**src/rtl/sprite_scheduler.sv**
```systemverilog
// Sprite placement scheduler: double-buffered per-sprite x/y/en banks,
// frame-synchronous commit, and a 2-stage hit/priority/address pipeline.
// Ports: pixel_clk_in clock, rst_in async active-high reset,
//   hcount_in/vcount_in scan position, new_frame_in frame pulse,
//   cfg_valid_in/cfg_ready_out/cfg_idx_in/cfg_x_in/cfg_y_in/cfg_en_in
//   placement writes into the shadow bank,
//   image_addr_out/in_sprite_out/sprite_idx_out winning-sprite result,
//   collision_out sticky overlap flag.
// Build option: define SPRITE_COLLISION_DETECT_EN to enable collision
//   detection; otherwise collision_out is tied to 0.
module sprite_scheduler #(
  parameter int NUM_SPRITES = 4,
  parameter int WIDTH       = 73,
  parameter int HEIGHT      = 9
) (
  input  logic                             pixel_clk_in,
  input  logic                             rst_in,
  input  logic [10:0]                      hcount_in,
  input  logic [9:0]                       vcount_in,
  input  logic                             new_frame_in,
  input  logic                             cfg_valid_in,
  output logic                             cfg_ready_out,
  input  logic [$clog2(NUM_SPRITES)-1:0]   cfg_idx_in,
  input  logic [10:0]                      cfg_x_in,
  input  logic [9:0]                       cfg_y_in,
  input  logic                             cfg_en_in,
  output logic [$clog2(WIDTH*HEIGHT)-1:0]  image_addr_out,
  output logic                             in_sprite_out,
  output logic [$clog2(NUM_SPRITES)-1:0]   sprite_idx_out,
  output logic                             collision_out
);

  localparam int IW = $clog2(NUM_SPRITES);
  localparam int AW = $clog2(WIDTH*HEIGHT);

  typedef enum logic {
    ARMED  = 1'b0,
    COMMIT = 1'b1
  } state_t;

  state_t state, state_nx;
  logic   commit;
  logic   cfg_fire;

  logic [10:0] sh_x  [NUM_SPRITES];
  logic [9:0]  sh_y  [NUM_SPRITES];
  logic        sh_en [NUM_SPRITES];
  logic [10:0] ac_x  [NUM_SPRITES];
  logic [9:0]  ac_y  [NUM_SPRITES];
  logic        ac_en [NUM_SPRITES];

  logic [NUM_SPRITES-1:0] hit_c;
  logic [10:0]            hoff_c [NUM_SPRITES];
  logic [9:0]             voff_c [NUM_SPRITES];

  logic [NUM_SPRITES-1:0] hit_s1;
  logic [10:0]            hoff_s1 [NUM_SPRITES];
  logic [9:0]             voff_s1 [NUM_SPRITES];

  logic          sel_hit;
  logic [IW-1:0] sel_idx;
  logic [10:0]   sel_h;
  logic [9:0]    sel_v;
  logic [20:0]   addr_full;

  // FSM: state register
  always_ff @(posedge pixel_clk_in or posedge rst_in) begin
    if (rst_in) state <= ARMED;
    else        state <= state_nx;
  end

  // FSM: next state (new_frame_in is ignored in COMMIT)
  always_comb begin
    state_nx = state;
    unique case (state)
      ARMED:  if (new_frame_in) state_nx = COMMIT;
      COMMIT: state_nx = ARMED;
    endcase
  end

  // FSM: outputs
  always_comb begin
    cfg_ready_out = (state == ARMED);
    commit        = (state == COMMIT);
  end

  assign cfg_fire = cfg_valid_in && cfg_ready_out;

  // Shadow bank; out-of-range indices are accepted but dropped.
  always_ff @(posedge pixel_clk_in or posedge rst_in) begin
    if (rst_in) begin
      for (int i = 0; i < NUM_SPRITES; i++) begin
        sh_x[i]  <= '0;
        sh_y[i]  <= '0;
        sh_en[i] <= 1'b0;
      end
    end else if (cfg_fire && (int'(cfg_idx_in) < NUM_SPRITES)) begin
      sh_x[cfg_idx_in]  <= cfg_x_in;
      sh_y[cfg_idx_in]  <= cfg_y_in;
      sh_en[cfg_idx_in] <= cfg_en_in;
    end
  end

  // Active bank follows shadow only in the COMMIT cycle.
  always_ff @(posedge pixel_clk_in or posedge rst_in) begin
    if (rst_in) begin
      for (int i = 0; i < NUM_SPRITES; i++) begin
        ac_x[i]  <= '0;
        ac_y[i]  <= '0;
        ac_en[i] <= 1'b0;
      end
    end else if (commit) begin
      for (int i = 0; i < NUM_SPRITES; i++) begin
        ac_x[i]  <= sh_x[i];
        ac_y[i]  <= sh_y[i];
        ac_en[i] <= sh_en[i];
      end
    end
  end

  // Hit test with one extra bit so x+WIDTH / y+HEIGHT cannot wrap.
  for (genvar g = 0; g < NUM_SPRITES; g++) begin : g_hit
    logic [11:0] h12, x12, xe12;
    logic [10:0] v11, y11, ye11;
    assign h12  = {1'b0, hcount_in};
    assign x12  = {1'b0, ac_x[g]};
    assign xe12 = x12 + 12'(WIDTH);
    assign v11  = {1'b0, vcount_in};
    assign y11  = {1'b0, ac_y[g]};
    assign ye11 = y11 + 11'(HEIGHT);
    assign hit_c[g] = ac_en[g]
                    && (h12 >= x12) && (h12 < xe12)
                    && (v11 >= y11) && (v11 < ye11);
    assign hoff_c[g] = hcount_in - ac_x[g];
    assign voff_c[g] = vcount_in - ac_y[g];
  end

  // Stage 1
  always_ff @(posedge pixel_clk_in or posedge rst_in) begin
    if (rst_in) begin
      hit_s1 <= '0;
      for (int i = 0; i < NUM_SPRITES; i++) begin
        hoff_s1[i] <= '0;
        voff_s1[i] <= '0;
      end
    end else begin
      hit_s1 <= hit_c;
      for (int i = 0; i < NUM_SPRITES; i++) begin
        hoff_s1[i] <= hoff_c[i];
        voff_s1[i] <= voff_c[i];
      end
    end
  end

  // Lowest index wins: scan downward so lower hits overwrite.
  always_comb begin
    sel_hit = 1'b0;
    sel_idx = '0;
    sel_h   = '0;
    sel_v   = '0;
    for (int i = NUM_SPRITES - 1; i >= 0; i--) begin
      if (hit_s1[i]) begin
        sel_hit = 1'b1;
        sel_idx = IW'(i);
        sel_h   = hoff_s1[i];
        sel_v   = voff_s1[i];
      end
    end
  end

  assign addr_full = 21'(sel_v) * 21'(WIDTH) + 21'(sel_h);

  // Stage 2
  always_ff @(posedge pixel_clk_in or posedge rst_in) begin
    if (rst_in) begin
      image_addr_out <= '0;
      in_sprite_out  <= 1'b0;
      sprite_idx_out <= '0;
    end else begin
      image_addr_out <= sel_hit ? addr_full[AW-1:0] : '0;
      in_sprite_out  <= sel_hit;
      sprite_idx_out <= sel_idx;
    end
  end

`ifdef SPRITE_COLLISION_DETECT_EN
  logic multi_hit;
  logic col_q;

  // More than one bit set: clearing the lowest set bit leaves something.
  assign multi_hit = |(hit_s1 & (hit_s1 - NUM_SPRITES'(1)));

  // Set has priority over the per-frame clear.
  always_ff @(posedge pixel_clk_in or posedge rst_in) begin
    if (rst_in)         col_q <= 1'b0;
    else if (multi_hit) col_q <= 1'b1;
    else if (commit)    col_q <= 1'b0;
  end

  assign collision_out = col_q;
`else
  assign collision_out = 1'b0;
`endif

endmodule

```
**config.mk**
```make
export PLATFORM = sky130hd
export DESIGN_NAME = sprite_scheduler
export DESIGN_NICKNAME = d
export VERILOG_FILES = /design/src/rtl/sprite_scheduler.sv
export SDC_FILE = /design/constraint.sdc
export NUM_CORES = 1
export LEC_CHECK = 0
export CELL_PAD_IN_SITES_DETAIL_PLACEMENT = 1
export CELL_PAD_IN_SITES_GLOBAL_PLACEMENT = 1
export CORE_MARGIN = 3
export CORE_UTILIZATION = 50
export CTS_BUF_LIST = sky130_fd_sc_hd__clkbuf_4 sky130_fd_sc_hd__clkbuf_8 sky130_fd_sc_hd__clkbuf_16
export CTS_CLUSTER_DIAMETER = 200
export CTS_CLUSTER_SIZE = 28
export DETAILED_ROUTE_END_ITERATION = 8
export PLACE_DENSITY_LB_ADDON = 0.05
export SLEW_MARGIN = 30
export SYNTH_ARGS = -nofsm -noshare
export SYNTH_HDL_FRONTEND = slang
export SYNTH_SLANG_ARGS = --single-unit
```
**constraint.sdc**
```tcl
create_clock -name pixel_clk_in -period 17.4 [get_ports pixel_clk_in]
set_clock_uncertainty 0.1 [all_clocks]
set_input_delay 3.48 -clock pixel_clk_in [delete_from_list [all_inputs] [get_ports pixel_clk_in]]
set_output_delay 3.48 -clock pixel_clk_in [all_outputs]
set_load 0.005 [all_outputs]
```
==> flow_summary.yaml, run 1 <==
timing:
  tightest_slew_ns: 0.945
  fmax_mhz: 167
  finalSetupViolations: 0
  grt_setup_unrepaired: "no"
  tns_ns: 0
  finalHoldViolCount: 0
  drv_slew: 0
  fin_crit_sh_pct: 34.4
  relSlewSlack_pct: 36.5
  fin_crit_ns: 5.98
worst_setup_path:
  crit_fanout: 9
  r2r_start: "hit_s1[2]"
  path_class: "input pin to register"
  arrival_ns: 6.30
  start_kind: "input pin"
  ff2ff_path_depth: 16
  worstReg2RegEnd: "image_addr_out[9]"
  endpoint_kind: "register"
  required_ns: 17.72
  reg2reg_setup_slack_ns: 12.16
routing:
  wirelength_um: 49500
  post_drt_wl_per_cell_um: 22.8
  drc_errors: 0
  num_vias: 12900
  via_per_inst: 5.96
  drtPass1Iterations: 5
  drtIter0Drc: 785
  ant_nets: 0
worst_hold_path:
  hold_path_depth: 2
  holdPathEnd: "ac_y[13]"
  min-delay-start: "sh_y[13]"
  hold_class: "register to register"
layout:
  design.final.nets: 1997
  seq_area_mm2: 0.00686
  final_util_pct: 55.9
  drive_gt1_share_pct: 7.57
  stdcell_area_mm2: 0.0184
  fillers: 3695
  final_cell_mix: "dfrtp_1, ha_1, o21ai_0"
  n_antenna_cell: 0
  multi_input_area_mm2: 0.00929
  mostFrequentLayoutCell: "dfrtp_1"
  syn2layout_area_growth_pct: 8.98
logic_synthesis:
  synth_top_area_share_pct: 40.7
  ys_warn_count: 0
  ys_seq_area_share_pct: 40.7
  synth_edf_count: 0
  synthFlopType: "dfrtp_1"
  syn_inst: 1682
  synth_top_area_cell: "dfrtp_1"
  synth_area_mm2: 0.0169
  synth_cell_types: 61
  synth_seq_cells: 274
  syn_nets: 1949
  synth_area_leaders: "dfrtp_1, ha_1, mux2_2, xnor2_1, o21ai_0"
  async_reset_ff_share_pct: 100
  syn_area_per_cell_um2: 10.0
global_route:
  grt_max_degree: 179
  grt_usage_pct: 27.4
  grt_pass1_wl_um: 76600
  globalRoute.totalOverflow: 0
  grt_pass1_vias: 13300
  antenna_found_initial: 0
placed_design:
  io_buffers: 62
  gp_congestion: 0.918
  dpl.hpwl_um: 39200
  placed_cell_area_mm2: 0.0180
clock_network:
  cts_resized: 0
  tritoncts: "done"
  cts_root_buf: "clkbuf_16"
  insertion_delay_ns: 0.51
  cts_buffer_depth: 3
  cts_made_buffers: 13
  post_cts_buffers: 0
  cts_max_level: 1
  clk_pin_slew_worst_paths_ns: 0.12
  cts_sinks: 274
  ctsHoldBuffers: 0
status:
  status: "completed"
power:
  irDropWorstVdd_v: 0.0000973
  power_leakage_uw: 0.00816
  power_uw: 2260
  power_density_mw_per_mm2: 123
floorplanning:
  ios: 64
  rows: 66
  die-area_mm2: 0.0360
  start_util_pct: 51.3
  dieWidth_um: 190
  core-area_mm2: 0.0329
  fp.dieH_um: 190
flow_run:
  max-cap-violations: 0
## Yosys cell counts, drive strengths merged (20+ instances only)
library cell  number
nand3             31
nor3              37
nor2              80
clkbuf            25
nand2            126
o21ai            154
nand4             20
a21oi             87
inv              154
dfrtp            274
ha               202
xnor2            102
o21a              30
mux2              92
nor2b             27
## worst max-delay path by stage
stage                 start   endpoint  slack (ns)  cells after the start
2_1_floorplan        rst_in   ac_en[0]        6.27                      1
3_3_place_gp   vcount_in[1]  hit_s1[2]       11.04                      9
3_5_place_dp   vcount_in[1]  hit_s1[2]       10.93                      9
4_1_cts        vcount_in[1]  hit_s1[2]       11.47                      9
5_1_grt        vcount_in[1]  hit_s1[2]       11.30                      9
6_report       vcount_in[1]  hit_s1[2]       11.42                      9
## worst max-delay path, stage by stage
cell,delay (ns)
clkdlybuf4s50_1,0.73
inv_1,0.26
fa_1,0.50
nor2b_1,0.20
o31a_1,0.21
o311a_1,0.24
o31ai_1,0.11
a2111o_1,0.38
a211oi_1,0.17
## layer usage
| metal | share of wire [%] | up-vias | GRT usage (%) |
|---|---|---|---|
| li1 | - | 6041 | - |
| met1 | 49 | 6565 | 41.9 |
| met2 | 45 | 294 | 43.4 |
| met3 | 4.0 | 40 | 2.28 |
| met4 | 1.8 | 0 | 4.69 |
| met5 | 0 | - | 0 |
## power by group
part           leakage (µW)  total, µW  switching, µW  internal (µW)
registers           0.00332        933            113            821
clock network      0.000169        344            205            138
logic               0.00467        988            577            410
total               0.00816       2260            896           1370
## cell type report
class	count	share of cell area (%)
flip-flops and latches	274	37.3
multi-input cells	1214	50.6
clock inverters	2	0.0954
inverters	154	3.19
repair buffers	73	4.00
well taps	442	3.01
clock buffers	13	1.77
## through the flow
step / hold WS (ns) / std cells / worst slack, ns
after floorplan: 0.346 / 1682 / 6.27
final: 0.372 / 2172 / 11.42
after CTS: 0.378 / 2171 / 11.47
after detailed placement: 0.375 / 2156 / 10.93
after global routing: 0.397 / 2172 / 11.30
after global placement: 0.361 / 2156 / 11.04
## state kept, by name, summed over array words and instances (netlist names)
name and count:
ac_en 4, ac_x 44, ac_y 40, commit 1, hit_s1 4, hoff_s1 40
image_addr_out 10, in_sprite_out 1, sh_en 4, sh_x 44, sh_y 40, sprite_idx_out 2
voff_s1 40
## cells by family after synthesis
logic type               after synthesis  share of synthesized area, %
flip-flops                           274                          40.7
adder cells (fa/ha/maj)              218                          16.9
AND/OR/NAND/NOR                      372                          10.5
multiplexers                          92                          6.15
AO/OA/AOI/OAI                        416                          15.4
buffers and inverters                194                          4.41
XOR/XNOR                             115                          5.98
other                                  1                        0.0222
No activity file was read; power rests on OpenSTA's default activity.
==> run 2, diff against run 1 <==
--- a/config.mk
+++ b/config.mk
@@ -8,7 +8,7 @@
 export CELL_PAD_IN_SITES_DETAIL_PLACEMENT = 1
 export CELL_PAD_IN_SITES_GLOBAL_PLACEMENT = 1
 export CORE_MARGIN = 3
-export CORE_UTILIZATION = 50
+export CORE_UTILIZATION = 49
 export CTS_BUF_LIST = sky130_fd_sc_hd__clkbuf_4 sky130_fd_sc_hd__clkbuf_8 sky130_fd_sc_hd__clkbuf_16
 export CTS_CLUSTER_DIAMETER = 200
 export CTS_CLUSTER_SIZE = 28
==> constraint.sdc (replaced) <==
create_clock -name pixel_clk_in -period 6.2 [get_ports pixel_clk_in]
set_clock_uncertainty 0.1 [all_clocks]
set_input_delay 1.24 -clock pixel_clk_in [delete_from_list [all_inputs] [get_ports pixel_clk_in]]
set_output_delay 1.24 -clock pixel_clk_in [all_outputs]
set_load 0.005 [all_outputs]
==> run 2 against run 1 <==
Critical path type is now register to register; largest power group unchanged; setup slack lost 9.9 ns; cell area is essentially flat; combinational power grew to 2.7 times the previous value; register-to-register slack worse by 11 ns; die area grew 2.0%; non-clock buffer count shrank 2; sequential share of layout area barely moved; sequential power rose to 2.9 times the previous value; highest routed layer unchanged; flip-flop and latch count stayed put.
==> flow_summary.yaml, run 2 (synthesized netlist as in run 1, its figures left out) <==
power:
  power_frac_comb_pct: 42.5
  seq_power_share_pct: 42.1
  power_density_mw_per_mm2: 343
  power.switching_uw: 2460
  internal_power_uw: 3850
  p_clk_share_pct: 15.4
  irDropWorstVdd_v: 0.000208
  power_leakage_uw: 0.00814
  p_sw_share_pct: 39.0
worst_setup_path:
  critPathLaunch: "hit_s1[2]"
  start_kind: "register"
  arrival_ns: 4.98
  endpoint_kind: "register"
  crit_top_cell: "ha_1"
  critPathSlowestCell: "dfrtp_1"
  critical_path.max_stage_delay_ns: 0.84
  r2r_start: "hit_s1[2]"
  path_class: "register to register"
  crit_fanout: 23
  ff2ff_path_depth: 15
  crit_path_cell_trace: "nor2b_1 > buf_4 > a221oi_1 > nor2_1 > ha_1 > ha_1 > inv_1 > fa_1 > inv_1 > ha_1 > o21ai_0 > o21ai_0 > a21boi_0 > o211ai_1 > nand2b_1"
  required_ns: 6.50
layout:
  drive_gt1_share_pct: 7.69
  mostFrequentLayoutCell: "dfrtp_1"
  fillers: 3743
  syn2layout_area_growth_pct: 8.95
  top_regs: "ac_x: 44 flops, sh_x: 44 flops"
  final_cell_mix: "dfrtp_1, ha_1, o21ai_0"
  design.final.nets: 1995
  n_antenna_cell: 0
  seq_area_mm2: 0.00686
  multi_input_area_mm2: 0.00930
  stdcell_area_mm2: 0.0184
placed_design:
  io_buffers: 62
  placed_cell_area_mm2: 0.0180
  dpl.hpwl_um: 38100
  gp_congestion: 0.865
routing:
  post_drt_wl_per_cell_um: 22.1
  drtPass1Iterations: 5
  ant_nets: 0
  wirelength_um: 48200
  drc_errors: 0
  via_per_inst: 5.80
  drtIter0Drc: 784
  num_vias: 12600
clock_network:
  cts_root_buf: "clkbuf_16"
  clk_pin_slew_worst_paths_ns: 0.11
  cts_made_buffers: 13
  cts_sinks: 274
  cts_resized: 0
  post_cts_buffers: 0
  ctsHoldBuffers: 0
  cts_buffer_depth: 3
  cts_max_level: 1
  tritoncts: "done"
  insertion_delay_ns: 0.51
global_route:
  grt_pass1_wl_um: 75600
  grt_usage_pct: 26.7
  globalRoute.totalOverflow: 0
  antenna_found_initial: 1
  grt_pass1_vias: 13200
  grt_max_degree: 113
status:
  status: "completed"
floorplanning:
  dieWidth_um: 191
  ios: 64
  start_util_pct: 50.0
  rows: 67
  core-area_mm2: 0.0337
  fp.dieH_um: 191
  die-area_mm2: 0.0367
timing:
  relSlewSlack_pct: 40.2
  drv_slew: 0
  tightest_slew_ns: 0.887
  fin_crit_sh_pct: 75.6
  fin_crit_ns: 4.69
  fmax_mhz: 213
  grt_setup_unrepaired: "no"
  finalSetupViolations: 0
  finalHoldViolCount: 0
  tns_ns: 0
flow_run:
  max-cap-violations: 0
worst_hold_path:
  hold_path_depth: 2
  hold_class: "register to register"
  min-delay-start: "sh_y[38]"
==> run 2: cell count changes in the layout (fill, tap and decap cells not counted), sizes merged <==
cell	previous run	this run
inv	155	153
clkbuf	13	15
buf	11	9
clkinvlp	0	1
==> run 2: worst paths after layout <==
path | slack (ns) | end
min in group asynchronous | 1.06 | voff_s1[31]
min | 0.39 | ac_y[38]
max in group asynchronous | 3.93 | ac_x[15]
max reg2reg | 1.51 | image_addr_out[9]
max | 1.51 | image_addr_out[9]
min reg2reg | 0.39 | ac_y[38]
==> run 2: layout make-up <==
cell class | count | share of cell area, %
flip-flops and latches | 274 | 37.4
clock inverters | 1 | 0.0477
clock buffers | 15 | 1.85
multi-input cells | 1214 | 50.6
inverters | 154 | 3.17
well taps | 448 | 3.05
repair buffers | 71 | 3.88
==> run 2: power groups by stage <==
stage | logic [µW] | registers [µW] | clock network (µW)
2_1_floorplan | 1900 | 2530 | 0
3_3_place_gp | 2570 | 2680 | 0
3_5_place_dp | 2660 | 2700 | 0
4_1_cts | 2690 | 2660 | 1000
5_1_grt | 3010 | 2720 | 1070
6_report | 2680 | 2660 | 969
==> run 2: routing by layer <==
layer | GRT usage, % | vias up | share of wire [%]
li1 | - | 6014 | -
met1 | 40.7 | 6372 | 50
met2 | 42.1 | 200 | 45
met3 | 2.53 | 36 | 3.7
met4 | 4.43 | 0 | 1.5
met5 | 0 | - | 0
==> run 2: worst max-delay path: cells and delay by family (launching register included) <==
family                     cells  cell delay (ns)
DFF                            1             0.84
adders and majority gates      4             1.42
and+or+nand+nor                3             0.47
buffers and inverters          3             0.36
AOI/OAI and AO/OA              5             1.37
==> run 2: metrics by stage <==
step / cells / util (%) / setup WS [ns] / power, µW / hold slack (ns)
floorplan: 1682 / - / 1.24 / 4440 / 0.346
global placement: 2161 / 53.4 / 1.58 / 5250 / 0.359
detailed placement: 2161 / 53.5 / 1.46 / 5360 / 0.371
CTS: 2177 / 54.5 / 1.45 / 6350 / 0.396
global route: 2177 / 54.5 / 1.01 / 6800 / 0.423
finish: 2177 / 54.5 / 1.51 / 6310 / 0.393
==> run 3, diff against run 2 <==
--- a/config.mk
+++ b/config.mk
@@ -8,7 +8,7 @@
 export CELL_PAD_IN_SITES_DETAIL_PLACEMENT = 1
 export CELL_PAD_IN_SITES_GLOBAL_PLACEMENT = 1
 export CORE_MARGIN = 3
-export CORE_UTILIZATION = 49
+export CORE_UTILIZATION = 45
 export CTS_BUF_LIST = sky130_fd_sc_hd__clkbuf_4 sky130_fd_sc_hd__clkbuf_8 sky130_fd_sc_hd__clkbuf_16
 export CTS_CLUSTER_DIAMETER = 200
 export CTS_CLUSTER_SIZE = 28
==> constraint.sdc (replaced) <==
create_clock -name pixel_clk_in -period 3.81 [get_ports pixel_clk_in]
set_clock_uncertainty 0.1 [all_clocks]
set_input_delay 0.762 -clock pixel_clk_in [delete_from_list [all_inputs] [get_ports pixel_clk_in]]
set_output_delay 0.762 -clock pixel_clk_in [all_outputs]
set_load 0.005 [all_outputs]
==> run 3 against run 2 <==
Global-route usage fell by 1.4 points; combinational power rose by 79%; sequential share of layout area shrank 1.6 points; fmax is 26% higher; first-iteration DRC count fell by 8.4%; clock power rose by 60%; setup slack lost 1.4 ns; largest cell class unchanged.
==> flow_summary.yaml, run 3 (synthesized netlist as in run 1, its figures left out) <==
layout:
  top_regs: "ac_x: 44 flops, sh_x: 44 flops"
  syn2layout_area_growth_pct: 13.7
  final_cell_mix: "dfrtp_1, ha_1, inv_1"
  design.final.nets: 2072
  stdcell_area_mm2: 0.0192
  mostFrequentLayoutCell: "dfrtp_1"
  n_antenna_cell: 0
  drive_gt1_share_pct: 13.1
  multi_input_area_mm2: 0.00947
  seq_area_mm2: 0.00686
  fillers: 4078
timing:
  fin_crit_ns: 3.72
  drv_slew: 0
  finalHoldViolCount: 0
  relSlewSlack_pct: 57.2
  grt_setup_unrepaired: "yes"
  fmax_mhz: 269
  finalSetupViolations: 0
  tightest_slew_ns: 0.643
  fin_crit_sh_pct: 97.6
power:
  power_uw: 10700
  power_leakage_uw: 0.00854
  irDropWorstVdd_v: 0.000372
  power_density_mw_per_mm2: 557
placed_design:
  io_buffers: 62
  gp_congestion: 0.850
  placed_cell_area_mm2: 0.0186
  dpl.hpwl_um: 40400
global_route:
  grt_pass1_wl_um: 77900
  grt_max_degree: 85
  globalRoute.totalOverflow: 0
  grt_pass1_vias: 13200
  grt_usage_pct: 25.3
  antenna_found_initial: 0
worst_setup_path:
  crit_fanout: 9
  required_ns: 4.08
  arrival_ns: 3.99
  endpoint_kind: "register"
  path_class: "register to register"
  start_kind: "register"
clock_network:
  cts_made_buffers: 13
  cts_sinks: 274
  cts_buffer_depth: 3
  ctsHoldBuffers: 0
  insertion_delay_ns: 0.51
  tritoncts: "done"
  cts_root_buf: "clkbuf_16"
  clk_pin_slew_worst_paths_ns: 0.12
  cts_max_level: 1
routing:
  ant_nets: 0
  drtPass1Iterations: 4
  via_per_inst: 5.67
  wirelength_um: 50100
  drc_errors: 0
  drtIter0Drc: 718
  num_vias: 12900
  post_drt_wl_per_cell_um: 22.0
floorplanning:
  rows: 70
  fp.dieH_um: 200
  die-area_mm2: 0.0398
  dieWidth_um: 200
  ios: 64
  start_util_pct: 45.8
  core-area_mm2: 0.0368
flow_run:
  max-cap-violations: 0
worst_hold_path:
  hold_class: "register to register"
status:
  status: "completed"
[run 3: cell count changes in the layout (fill, tap and decap cells not counted), moves of 5 or more]
| cell | delta |
|---|---|
| a21oi_1 | -5 |
| a21oi_2 | +5 |
| buf_4 | +74 |
| o21ai_2 | +6 |
| o21ai_0 | -8 |
| a22oi_1 | -5 |
| ha_1 | -6 |
| a22oi_2 | +5 |
[run 3: routing by layer]
| layer | vias up | share of wire (%) | track usage (%) |
|---|---|---|---|
| met1 | 6514 | 53 | 40.6 |
| li1 | 6198 | - | - |
| met5 | - | 0 | 0 |
| met3 | 28 | 3.2 | 2.82 |
| met4 | 0 | 1.2 | 3.33 |
| met2 | 156 | 43 | 37.8 |
[run 3: metrics by stage]
| stage | cells | util, % | hold WS [ns] | setup slack [ns] | setup TNS, ns |
|---|---|---|---|---|---|
| finish | 2273 | 52.1 | 0.380 | 0.0913 | 0 |
| global route | 2273 | 52.1 | 0.420 | -0.0877 | -0.0978 |
| CTS | 2272 | 51.8 | 0.390 | 0.00759 | 0 |
| detailed placement | 2254 | 50.6 | 0.367 | -0.208 | -0.359 |
| global placement | 2254 | 50.6 | 0.359 | -0.0859 | -0.0859 |
| floorplan | 1682 | - | 0.346 | -0.675 | -185.06 |
[run 3: final timing paths]
path | start | cells past startpoint | slack, ns | to
max | hit_s1[3] | 16 | 0.09 | image_addr_out[8]
min | sh_y[12] | 2 | 0.38 | ac_y[12]
max reg2reg | hit_s1[3] | 16 | 0.09 | image_addr_out[8]
min reg2reg | sh_y[12] | 2 | 0.38 | ac_y[12]
max in group asynchronous | rst_in | 4 | 2.06 | ac_x[15]
min in group asynchronous | rst_in | 2 | 0.44 | voff_s1[4]
[run 3: report_power, final]
part	internal, µW	switching (µW)	total [µW]
sequential	3750	559	4310
clock	636	919	1550
combinational	2130	2680	4810
total	6520	4160	10700
[run 3: repair_timing]
action	in CTS	in global routing
pin swaps	11	14
setup endpoints to repair	3	3
cloned	0	0
gates resized for setup	19	20
buffers inserted	3	1
[run 3: final cells by class]
| cell class | instances | share of cell area [%] |
|---|---|---|
| clock inverters | 1 | 0.0457 |
| well taps | 468 | 3.06 |
| flip-flops and latches | 274 | 35.8 |
| repair buffers | 148 | 6.89 |
| multi-input cells | 1214 | 49.4 |
| clock buffers | 14 | 1.74 |
| inverters | 154 | 3.04 |
[run 3: worst max-delay path, stage by stage (launching register included)]
cell	delay (ns)
dfrtp_1	0.41
nor2b_4	0.15
buf_12	0.14
a221o_1	0.33
a22oi_2	0.17
inv_2	0.08
ha_1	0.30
ha_2	0.34
ha_4	0.20
buf_4	0.14
fa_1	0.44
a21o_1	0.18
a21oi_2	0.14
o21bai_1	0.09
a21oi_2	0.13
xor2_1	0.19
nor2_1	0.06
